File: config.mk
export PLATFORM = sky130hd
export DESIGN_NAME = phase_adjust_ctrl
export DESIGN_NICKNAME = d
export VERILOG_FILES = /design/src/rtl/phase_adjust_ctrl.sv
export SDC_FILE = /design/constraint.sdc
export NUM_CORES = 1
export LEC_CHECK = 0
export ABC_AREA = 0
export BUFFER_PORTS_ARGS = -buffer_cell sky130_fd_sc_hd__buf_2
export CAP_MARGIN = 20
export CELL_PAD_IN_SITES_DETAIL_PLACEMENT = 0
export CELL_PAD_IN_SITES_GLOBAL_PLACEMENT = 1
export CORE_MARGIN = 2
export CORE_UTILIZATION = 40
export CTS_CLUSTER_DIAMETER = 30
export DETAILED_ROUTE_END_ITERATION = 16
export PLACE_DENSITY_LB_ADDON = 0.1
export SYNTH_ARGS = -nofsm -noshare
export SYNTH_HDL_FRONTEND = slang
export SYNTH_SLANG_ARGS = --single-unit
File: constraint.sdc
create_clock -name i_clk -period 3.2 [get_ports i_clk]
set_clock_uncertainty 0.1 [all_clocks]
set_input_delay 0.16 -clock i_clk [delete_from_list [all_inputs] [get_ports i_clk]]
set_output_delay 0.16 -clock i_clk [all_outputs]
set_load 0.02 [all_outputs]
File: src/rtl/phase_adjust_ctrl.sv
// Phase-adjust sequencer: accepts an offset, applies it on a DDSM strobe, waits a settle count.
// Define PHASE_RAMP_EN to split large offsets into MAX_STEP-sized chunks over successive strobes.
module phase_adjust_ctrl #(
    parameter int PW       = 12,
    parameter int SETTLE_W = 8,
    parameter int MAX_STEP = 64
) (
    input  logic                i_clk,
    input  logic                i_rst_n,
    input  logic                i_req_valid,
    output logic                o_req_ready,
    input  logic [PW-1:0]       i_req_phase,
    input  logic [SETTLE_W-1:0] i_req_settle,
    input  logic                i_ddsm_stb,
    input  logic                i_abort,
    output logic                o_phaseadjusten,
    output logic [PW-1:0]       o_phaseadd,
    output logic                o_busy,
    output logic                o_done,
    output logic [15:0]         o_applied_cnt
);

`ifdef PHASE_RAMP_EN
    localparam bit RAMP_EN = 1'b1;
`else
    localparam bit RAMP_EN = 1'b0;
`endif

    localparam logic signed [PW:0] STEP = (PW+1)'(MAX_STEP);

    typedef enum logic [2:0] {
        IDLE,
        WAIT_STB,
        APPLY,
        SETTLE,
        DONE
    } state_t;

    state_t                state, state_next;
    logic signed [PW:0]    rem, rem_next;
    logic signed [PW:0]    rem_mag;
    logic signed [PW:0]    chunk;
    logic [SETTLE_W-1:0]   settle, settle_next;

    // Remaining offset is one bit wider so the most negative phase has a representable magnitude.
    always_comb begin
        rem_mag = rem[PW] ? -rem : rem;
        chunk   = rem;
        if (RAMP_EN && (rem_mag > STEP)) begin
            chunk = rem[PW] ? -STEP : STEP;
        end
    end

    always_comb begin
        state_next  = state;
        rem_next    = rem;
        settle_next = settle;
        unique case (state)
            IDLE: begin
                if (i_req_valid && o_req_ready) begin
                    rem_next    = {i_req_phase[PW-1], i_req_phase};
                    settle_next = i_req_settle;
                    state_next  = (i_req_phase == '0) ? DONE : WAIT_STB;
                end
            end
            WAIT_STB: begin
                if (i_abort) begin
                    state_next = IDLE;
                end else if (i_ddsm_stb) begin
                    rem_next   = rem - chunk;
                    state_next = APPLY;
                end
            end
            APPLY: begin
                // rem already holds what is left after the chunk being applied now.
                if (i_abort)
                    state_next = IDLE;
                else if (rem != '0)
                    state_next = WAIT_STB;
                else if (settle != '0)
                    state_next = SETTLE;
                else
                    state_next = DONE;
            end
            SETTLE: begin
                if (i_abort) begin
                    state_next = IDLE;
                end else if (i_ddsm_stb) begin
                    settle_next = settle - 1'b1;
                    if (settle == SETTLE_W'(1))
                        state_next = DONE;
                end
            end
            DONE: begin
                state_next = IDLE;
            end
            default: begin
                state_next = IDLE;
            end
        endcase
    end

    // Outputs are registered from the next state so they line up with the state they describe.
    always_ff @(posedge i_clk or negedge i_rst_n) begin
        if (!i_rst_n) begin
            state           <= IDLE;
            rem             <= '0;
            settle          <= '0;
            o_req_ready     <= 1'b1;
            o_busy          <= 1'b0;
            o_done          <= 1'b0;
            o_phaseadjusten <= 1'b0;
            o_phaseadd      <= '0;
            o_applied_cnt   <= '0;
        end else begin
            state           <= state_next;
            rem             <= rem_next;
            settle          <= settle_next;
            o_req_ready     <= (state_next == IDLE);
            o_busy          <= (state_next != IDLE);
            o_done          <= (state_next == DONE);
            o_phaseadjusten <= (state_next == APPLY);
            o_phaseadd      <= (state_next == APPLY) ? chunk[PW-1:0] : '0;
            if ((state_next == APPLY) && (o_applied_cnt != 16'hFFFF))
                o_applied_cnt <= o_applied_cnt + 16'd1;
        end
    end

endmodule

==> impl_metrics.tcl, run 1 <==
set metrics [dict create \
    status "finished, final reports clean" \
    grt_start_max_net_pins 35 \
    drc 0 \
    io_pins 57 \
    syn2layout_area_growth_pct 21.2 \
    cts_sinks 55 \
    vias_per_cell 5.27 \
    netlist_area_um2 2640 \
    required_ns 3.30 \
    wl_um 5890 \
    ys.flop_type "dfrtp_1" \
    p_total_w 0.00218 \
    dpl.hpwl_um 4190 \
    clock_latency_ns 0.31 \
    worstPathMaxFanout 12 \
    synth_top_area_share 0.511 \
    cp.arrival_ns 2.35 \
    dp_cells 391 \
    diodes 0 \
    synth_area_leaders "dfrtp_1 (51%), o21ai_0 (5.3%), nand2_1 (4.7%)" \
    initial_core_util 0.414 \
    final_core_util 0.502 \
    fp.dieArea_um2 7280 \
    grt_pass1_vias 2005 \
    gp_congestion 0.757 \
    core_um2 6390 \
    stdcell_count 408 \
    synth-seq-cells 55 \
    avgSynthCellArea_um2 9.98 \
    cts_root_buf "clkbuf_8" \
    crit_chain "or3b_1 -> nor4_4 -> nand3_1 -> mux2_1" \
    crit_slowest_cell "or3b_1" \
    io_buffers 56 \
    avgRoutedWirePerCell_um 14.4 \
    grt_usage 0.170 \
    postCtsSetupBuffers 0 \
    worstMarginPinSlew_ns 0.762 \
    fp.dieW_um 85.3 \
    critPathLaunchType "flip-flop" \
    yosysSeqAreaShare 0.521 \
    nNetsFinal 359 \
    yosys-top-cells-count "dfrtp_1 (54), nand2_1 (33), o21ai_0 (28)" \
    htreeDepth 2 \
    grt_pass1_wl_um 9830 \
    fp-row-count 29 \
    crit_path_max_incr_delay_ns 0.55 \
    setup_viol 0 \
    syn-instance-count 265 \
    clk_pin_slew_ns 0.11 \
    yosysMostFrequentCell "dfrtp_1" \
    fin_crit_ns 2.25 \
    power_leakage_nw 1.55 \
    die_h_um 85.3 \
    fmax_mhz 445 \
    cts_tree "yes" \
    netlist.top_cell.by_area "dfrtp_1" \
    drv_cap 0 \
    end_kind "flip-flop" \
    fin_crit_sh 0.702 \
    antenna_found_initial 0 \
    clockBufferDepth 2 \
    hold_violations 0 \
    firstDrtPassIters 4 \
    synthArstFlopShare 1.00 \
    worst_hold_path_type "in -> reg" \
    maxSlewHeadroom 0.492 \
    synth_cell_types 50 \
    drt_iter0_markers 79 \
    yosys_warnings 0 \
    numCtsBuffers 5 \
    num_vias 2151 \
    placed_area_um2 3000 \
    peakVddDrop_mv 0.335 \
    tns_ns 0 \
    synth-edff-count 0 \
    rsz0062_at_grt "no" \
    path_class "reg -> reg" \
    ant_nets 0 \
    finalInstanceArea_um2 3210 \
    power_density_nw_per_um2 680 \
    grt-ovfl-total 0 \
    synth_fp_nets 294 \
    drive_above_1_share 0.227 \
    slew_violations 0 \
    r2r_setup_slack_ns 0.95 \
]
==> cell type report <==
class                      instances  area, µm²
inverter                           4       15.0
fill                             629       3180
tap                               77       96.3
multi-input combinational        196       1200
clock inverter                     3       50.0
sequential                        55       1380
clock buffer                       5       68.8
timing repair buffer              68        393
==> path summary, 6_finish.rpt <==
| check | start | to | depth (start not counted) |
|---|---|---|---|
| setup / recovery | state[2] | o_applied_cnt[10] | 4 |
| setup reg to reg | state[2] | o_applied_cnt[10] | 4 |
| hold / removal | i_req_phase[0] | chunk[0] | 3 |
| min in group asynchronous | i_rst_n | o_phaseadjusten | 2 |
| max in group asynchronous | i_rst_n | settle[7] | 3 |
| hold reg to reg | chunk[3] | chunk[3] | 2 |
==> state kept, by name (all words and copies together), names as in the netlist <==
signal / cells
chunk: 12
o_applied_cnt: 16
o_busy: 1
o_done: 1
o_phaseadd: 12
o_phaseadjusten: 1
o_req_ready: 1
settle: 8
state: 3
==> cell families after synthesis <==
logic type                 after synthesis  synth area share
xor gates and xnor gates                 8            0.0265
AOI/OAI and AO/OA                       63             0.146
adders and majority gates                4            0.0189
DFF                                     55             0.521
buffers and inverters                   14            0.0232
muxes                                    5            0.0208
and+or+nand+nor                        116             0.244
==> where the power goes <==
group | internal (W) | switching [W]
combinational | 0.000256 | 0.000402
clock | 0.000242 | 0.000245
sequential | 0.000870 | 0.000165
total | 0.00137 | 0.000813
==> cell usage in the layout (no fill, tap or decap), types with 2 or more instances in the layout <==
master,instances
nand2_1,33
mux2_2,2
dlygate4sd3_1,9
nand3b_1,3
or3_1,3
o21ai_0,28
or3b_2,2
inv_1,4
nor2_1,9
and2_1,16
nand2b_1,2
nor3b_1,2
and3_1,5
buf_4,3
mux2_1,2
o21a_1,2
ha_1,4
nand3_1,11
nor3_1,7
xnor2_1,8
dfrtp_1,54
nand4_1,4
o211ai_1,6
a21o_1,3
a31oi_1,5
clkbuf_8,5
a21oi_1,9
buf_2,56
nor4_1,9
==> stage by stage <==
step	setup WS [ns]	hold WS, ns
finish	0.955	0.00790
floorplan	1.21	-0.236
detailed placement	0.975	0.188
global placement	1.04	0.174
global route	0.816	0.0162
CTS	0.950	0.000893
==> worst max-delay path: cells and delay by family (launching register included) <==
| family | cells | cell delay (ns) |
|---|---|---|
| simple gates | 3 | 1.21 |
| flops | 1 | 0.50 |
| mux | 1 | 0.33 |
==> metal layers <==
metal  share of wire  GRT usage  wire [µm]  vias to the layer above
met5               0          0          0                        -
li1                -          -          -                     1090
met3           0.042     0.0370        250                        9
met1            0.49      0.244       2900                      998
met2            0.45      0.257       2630                       54
met4           0.017     0.0534        102                        0
==> what timing repair did <==
item                      CTS  global route
hold endpoints to repair   39             1
hold buffers                8             1
resized for setup           0             0
Note: power is estimated with default switching activity, not from simulation.
==> inputs of run 2 (changes only) <==
--- a/config.mk
+++ b/config.mk
@@ -5,13 +5,13 @@
 export SDC_FILE = /design/constraint.sdc
 export NUM_CORES = 1
 export LEC_CHECK = 0
-export ABC_AREA = 0
+export ABC_AREA = 1
 export BUFFER_PORTS_ARGS = -buffer_cell sky130_fd_sc_hd__buf_2
 export CAP_MARGIN = 20
 export CELL_PAD_IN_SITES_DETAIL_PLACEMENT = 0
 export CELL_PAD_IN_SITES_GLOBAL_PLACEMENT = 1
 export CORE_MARGIN = 2
-export CORE_UTILIZATION = 40
+export CORE_UTILIZATION = 36
 export CTS_CLUSTER_DIAMETER = 30
 export DETAILED_ROUTE_END_ITERATION = 16
 export PLACE_DENSITY_LB_ADDON = 0.1
==> constraint.sdc (replaced) <==
create_clock -name i_clk -period 1.8 [get_ports i_clk]
set_clock_uncertainty 0.1 [all_clocks]
set_input_delay 0.09 -clock i_clk [delete_from_list [all_inputs] [get_ports i_clk]]
set_output_delay 0.09 -clock i_clk [all_outputs]
set_load 0.02 [all_outputs]
==> impl_metrics.tcl, run 2 <==
set metrics [dict create \
    nNetsFinal 440 \
    r2r_setup_slack_ns 0.16 \
    place_ws_ns 0.0517 \
    hold_slack_ns 0.0126 \
    synth_cell_types 33 \
    synthArstFlopShare 1.00 \
    wl_um 6100 \
    setup_viol 0 \
    synth_area_leaders "dfrtp_1 (50%), nand2_1 (7.9%), nor2_1 (7.2%)" \
    grt_pass1_wl_um 10300 \
    fin_crit_ns 1.64 \
    synth-edff-count 0 \
    clk_pin_slew_ns 0.09 \
    worst_hold_path_type "in -> reg" \
    grt_usage 0.153 \
    worstHoldEndpoint "settle[0]" \
    critPathLaunch "o_applied_cnt[0]" \
    slew_violations 0 \
    ant_nets 0 \
    tns_ns 0 \
    fmax_mhz 609 \
    io_pins 57 \
    syn2layout_area_growth_pct 28.7 \
    firstDrtPassIters 4 \
    grt_start_max_net_pins 56 \
    grt-ovfl-total 0 \
    worstPathMaxFanout 7 \
    end_kind "flip-flop" \
    cts_root_buf "clkbuf_8" \
    htreeDepth 2 \
    core_um2 7250 \
    synth_top_area_share 0.499 \
    yosysMostFrequentCell "nand2_1" \
    setup_ws_ns 0.158 \
    initial_core_util 0.373 \
    multi_input_area_um2 1130 \
    num_vias 2349 \
    worstMarginPinSlew_ns 0.373 \
    netlist_area_um2 2710 \
    p_total_w 0.00418 \
    cts_sinks 55 \
    io_buffers 56 \
    required_ns 1.90 \
    syn-instance-count 324 \
    critPathLaunchType "flip-flop" \
    r2r-end "o_applied_cnt[2]" \
    crit_path_max_incr_delay_ns 0.37 \
    netlist.top_cell.by_area "dfrtp_1" \
    power_leakage_nw 1.81 \
    status "finished, final reports clean" \
    grt_pass1_vias 2179 \
    reg2reg_depth 8 \
    largest_reg_flops 16 \
    fin_crit_sh 0.912 \
    synth_fp_nets 353 \
    yosys_warnings 0 \
    layout_common_cells "nand2_1 (57), buf_2 (56), dfrtp_1 (53), nor2_1 (50), inv_1 (38)" \
    ys.flop_type "dfrtp_1" \
    gp_congestion 0.763 \
    avgRoutedWirePerCell_um 11.9 \
    fp-row-count 31 \
    clock_latency_ns 0.31 \
    crit_chain "ha_1 -> nand3_2 -> nor2_4 -> nand3_2 -> o21ai_4 -> buf_4 -> nor2_1 -> xor2_1" \
    drc 0 \
    cts_tree "yes" \
    path_class "reg -> reg" \
    peakVddDrop_mv 0.618 \
    antenna_found_initial 0 \
    diodes 0 \
    drive_above_1_share 0.252 \
    hp-start "i_req_settle[0]" \
    yosys-top-cells-count "nand2_1 (57), dfrtp_1 (54), nor2_1 (52)" \
    cp.arrival_ns 1.74 \
    nFillCells 762 \
    dpl.hpwl_um 4380 \
    largest_register "o_applied_cnt" \
    finalInstanceArea_um2 3490 \
    fp.dieArea_um2 8230 \
    power_density_nw_per_um2 1200 \
    layout_commonest_cell "nand2_1" \
    rsz0062_at_grt "no" \
    avgSynthCellArea_um2 8.36 \
    regArea_um2 1380 \
    crit_slowest_cell "dfrtp_2" \
    drv_cap 0 \
    synth-seq-cells 55 \
    yosysSeqAreaShare 0.509 \
    fp.dieW_um 90.7 \
    critPathMostFrequentCell "nand3_2" \
    drt_iter0_markers 127 \
    clockBufferDepth 2 \
    worstReg2RegStart "o_applied_cnt[0]" \
    placed_area_um2 3170 \
    numCtsBuffers 5 \
    hold_depth 5 \
    maxSlewHeadroom 0.751 \
    postCtsSetupBuffers 0 \
    vias_per_cell 4.60 \
    die_h_um 90.7 \
    hold_violations 0 \
]
[run 2: cell count changes in the layout (fill, tap and decap cells not counted), sizes merged, moves of 13 or more]
cell	delta
nand3	+13
nand2	+27
inv	+39
nor2	+53
xor2	+13
and2	-15
[run 2: where the power goes]
group	internal (W)	switching, W
clock network	0.000451	0.000404
logic	0.000574	0.000995
registers	0.00156	0.000194
total	0.00259	0.00159
[run 2: cells by family (layout without fill, tap and decap cells)]
logic type,count (synthesis),in the layout,synth area share
compound gates,38,38,0.0790
simple gates,161,161,0.270
xor+xnor,15,15,0.0485
buf+inv,51,139,0.0753
fa+ha+maj,4,4,0.0185
flops,55,55,0.509
[run 2: worst max-delay path by stage]
stage / to / slack (ns)
finish: o_applied_cnt[2] / 0.16
global route: chunk[0] / 0.003
CTS: o_req_ready / 0.03
detailed placement: o_req_ready / 0.05
global placement: o_req_ready / 0.05
floorplan: o_applied_cnt[6] / 0.01
[run 2: critical path, delay by kind of cell, from the launching register on]
| kind | cells | cell delay (ns) |
|---|---|---|
| AND/OR/NAND/NOR | 4 | 0.42 |
| buffers and inverters | 1 | 0.18 |
| adder cells (fa/ha/maj) | 1 | 0.18 |
| flip-flops | 1 | 0.37 |
| XOR/XNOR | 1 | 0.13 |
| AO/OA/AOI/OAI | 1 | 0.16 |
[run 2: timing repair]
action,4_1_cts,5_1_grt
gates resized for setup,0,3
endpoints found under the hold margin,73,0
hold buffers,19,0
setup endpoints to repair,0,3
[run 2: through the flow]
| stage | utilization | cells |
|---|---|---|
| after floorplan | - | 324 |
| after global placement | 0.438 | 484 |
| after detailed placement | 0.438 | 484 |
| after CTS | 0.480 | 511 |
| after global routing | 0.481 | 511 |
| final | 0.481 | 511 |
[run 2: layout make-up]
cell class,count,area share
multi-input combinational,218,0.325
clock buffer,6,0.0237
inverter,45,0.0484
tap,99,0.0355
clock inverter,2,0.0100
timing repair buffer,86,0.162
sequential,55,0.395
[run 2: routing by layer]
metal	routed length (µm)	vias up	track usage
met1	2890	1098	0.213
met3	222	7	0.0284
li1	-	1192	-
met2	2920	52	0.246
met5	0	-	0
met4	64	0	0.0385
==> inputs of run 3 (changes only) <==
--- a/config.mk
+++ b/config.mk
@@ -14,7 +14,7 @@
 export CORE_UTILIZATION = 36
 export CTS_CLUSTER_DIAMETER = 30
 export DETAILED_ROUTE_END_ITERATION = 16
-export PLACE_DENSITY_LB_ADDON = 0.1
+export PLACE_DENSITY_LB_ADDON = 0.3
 export SYNTH_ARGS = -nofsm -noshare
 export SYNTH_HDL_FRONTEND = slang
 export SYNTH_SLANG_ARGS = --single-unit
==> impl_metrics.tcl, run 3 (synthesized netlist as in run 2, its figures left out) <==
set metrics [dict create \
    crit_family "simple AND/OR/NAND/NOR gates" \
    fp.dieW_um 90.7 \
    setup_ws_ns 0.143 \
    largest_reg_flops 16 \
    p_int_w 0.00255 \
    postCtsSetupBuffers 0 \
    io_buffers 56 \
    cts_sinks 55 \
    firstDrtPassIters 4 \
    syn2layout_area_growth_pct 28.9 \
    fmax_mhz 604 \
    fp-row-count 31 \
    status "finished, final reports clean" \
    sequentialPowerShare 0.426 \
    grt_pass1_wl_um 10100 \
    htreeDepth 2 \
    drive_above_1_share 0.247 \
    crit_path_max_incr_delay_ns 0.37 \
    grt_start_max_net_pins 56 \
    slew_violations 0 \
    place_ws_ns 0.106 \
    critPathLaunchType "flip-flop" \
    layout_commonest_cell "nand2_1" \
    drv_cap 0 \
    drt_iter0_markers 67 \
    nFillCells 765 \
    largest_register "o_applied_cnt" \
    clockBufferDepth 2 \
    path_class "reg -> reg" \
    pwr-share-clk 0.203 \
    required_ns 1.90 \
    worstPathMaxFanout 6 \
    worstMarginPinSlew_ns 0.370 \
    crit_slowest_cell "dfrtp_2" \
    io_pins 57 \
    die_h_um 90.7 \
    multi_input_area_um2 1130 \
    p_sw_w 0.00159 \
    p_sw_frac 0.384 \
    maxSlewHeadroom 0.753 \
    cts_root_buf "clkbuf_8" \
    fp.dieArea_um2 8230 \
    cts_tree "yes" \
    clk_pin_slew_ns 0.10 \
    num_vias 2274 \
    p_comb_frac 0.371 \
    critPathMostFrequentCell "nand3_2" \
    gp_congestion 0.791 \
    cp.arrival_ns 1.76 \
    grt-ovfl-total 0 \
    rsz0062_at_grt "no" \
    peakVddDrop_mv 0.461 \
    wl_um 5820 \
    avgRoutedWirePerCell_um 11.4 \
    ant_nets 0 \
    crit_chain "ha_1 -> nand3_2 -> nor2_4 -> nand3_2 -> o21ai_4 -> buf_4 -> nor2_2 -> xor2_1" \
    end_kind "flip-flop" \
    clock_latency_ns 0.31 \
    layout_common_cells "nand2_1 (57), buf_2 (56), dfrtp_1 (53), nor2_1 (51), inv_1 (37)" \
    fin_crit_sh 0.920 \
    dp_cells 483 \
    initial_core_util 0.373 \
    diodes 0 \
    grt_usage 0.148 \
    stdcell_count 512 \
    dpl.hpwl_um 4300 \
    drc 0 \
    hold_violations 0 \
    regArea_um2 1380 \
    nNetsFinal 441 \
    setup_viol 0 \
    numCtsBuffers 5 \
    power_leakage_nw 1.81 \
    antenna_found_initial 0 \
    tns_ns 0 \
    power_density_nw_per_um2 1190 \
    vias_per_cell 4.44 \
    grt_pass1_vias 2174 \
    core_um2 7250 \
    fin_crit_ns 1.66 \
    cp_num_buf_inv 1 \
    worst_hold_path_type "in -> reg" \
]
-- run 3: cell count changes in the layout (fill, tap and decap cells not counted) --
cell and change:
nor2_2 -1, nor2_1 +1, inv_2 +1, dlygate4sd3_1 +2
inv_1 -1, clkbuf_8 -1, clkbuf_1 +1, clkinv_2 -1
inv_6 +1, buf_4 -1
-- run 3: what timing repair did --
action                                  CTS  global route
hold buffers                             21             0
hold endpoints to repair                 75             0
endpoints found under the setup margin    0             2
gates resized for setup                   0             3
-- run 3: final cells by class --
type | count | share of cell area
Sequential cell | 55 | 0.395
Tap cell | 99 | 0.0355
Clock buffer | 6 | 0.0208
Timing Repair Buffer | 87 | 0.166
Inverter | 45 | 0.0484
Multi-Input combinational cell | 218 | 0.324
Clock inverter | 2 | 0.0111
-- run 3: metrics by stage --
stage	cell area, µm²	hold WS [ns]	total power, W	util
after floorplan	2710	-0.306	0.00282	-
after global placement	3170	0.0131	0.00328	0.437
after detailed placement	3170	0.0145	0.00330	0.437
after CTS	3490	0.00923	0.00420	0.481
after global routing	3490	0.0313	0.00448	0.481
final	3490	0.00753	0.00414	0.481
-- run 3: final timing paths --
kind | endpoint | depth (start not counted) | from | slack, ns
setup / recovery | o_applied_cnt[11] | 8 | o_applied_cnt[0] | 0.14
hold / removal | settle[0] | 5 | i_req_settle[0] | 0.008
setup reg to reg | o_applied_cnt[11] | 8 | o_applied_cnt[0] | 0.14
hold reg to reg | o_phaseadd[5] | 2 | chunk[5] | 0.41
max in group asynchronous | o_req_ready | 3 | i_rst_n | 1.08
min in group asynchronous | o_applied_cnt[2] | 3 | i_rst_n | 0.21
-- run 3: routing by layer --
| metal | global-route usage | vias to the layer above | part of all wire | wire [µm] |
|---|---|---|---|---|
| li1 | - | 1195 | - | - |
| met1 | 0.201 | 1033 | 0.47 | 2760 |
| met2 | 0.245 | 42 | 0.48 | 2770 |
| met3 | 0.0292 | 4 | 0.041 | 241 |
| met4 | 0.0346 | 0 | 0.0088 | 51 |
| met5 | 0 | - | 0 | 0 |
-- run 3: power groups by stage --
| stage | registers (W) | clock network [W] | logic (W) |
|---|---|---|---|
| after floorplan | 0.00189 | 0 | 0.000932 |
| after global placement | 0.00178 | 0 | 0.00150 |
| after detailed placement | 0.00178 | 0 | 0.00152 |
| after CTS | 0.00176 | 0.000883 | 0.00156 |
| after global routing | 0.00180 | 0.000914 | 0.00176 |
| final | 0.00176 | 0.000842 | 0.00154 |
-- run 3: worst reg2reg max path: stages, from the launching register on --
cell	delay [ns]
dfrtp_2	0.37
ha_1	0.18
nand3_2	0.12
nor2_4	0.14
nand3_2	0.12
o21ai_4	0.16
buf_4	0.18
nor2_2	0.05
xor2_1	0.13
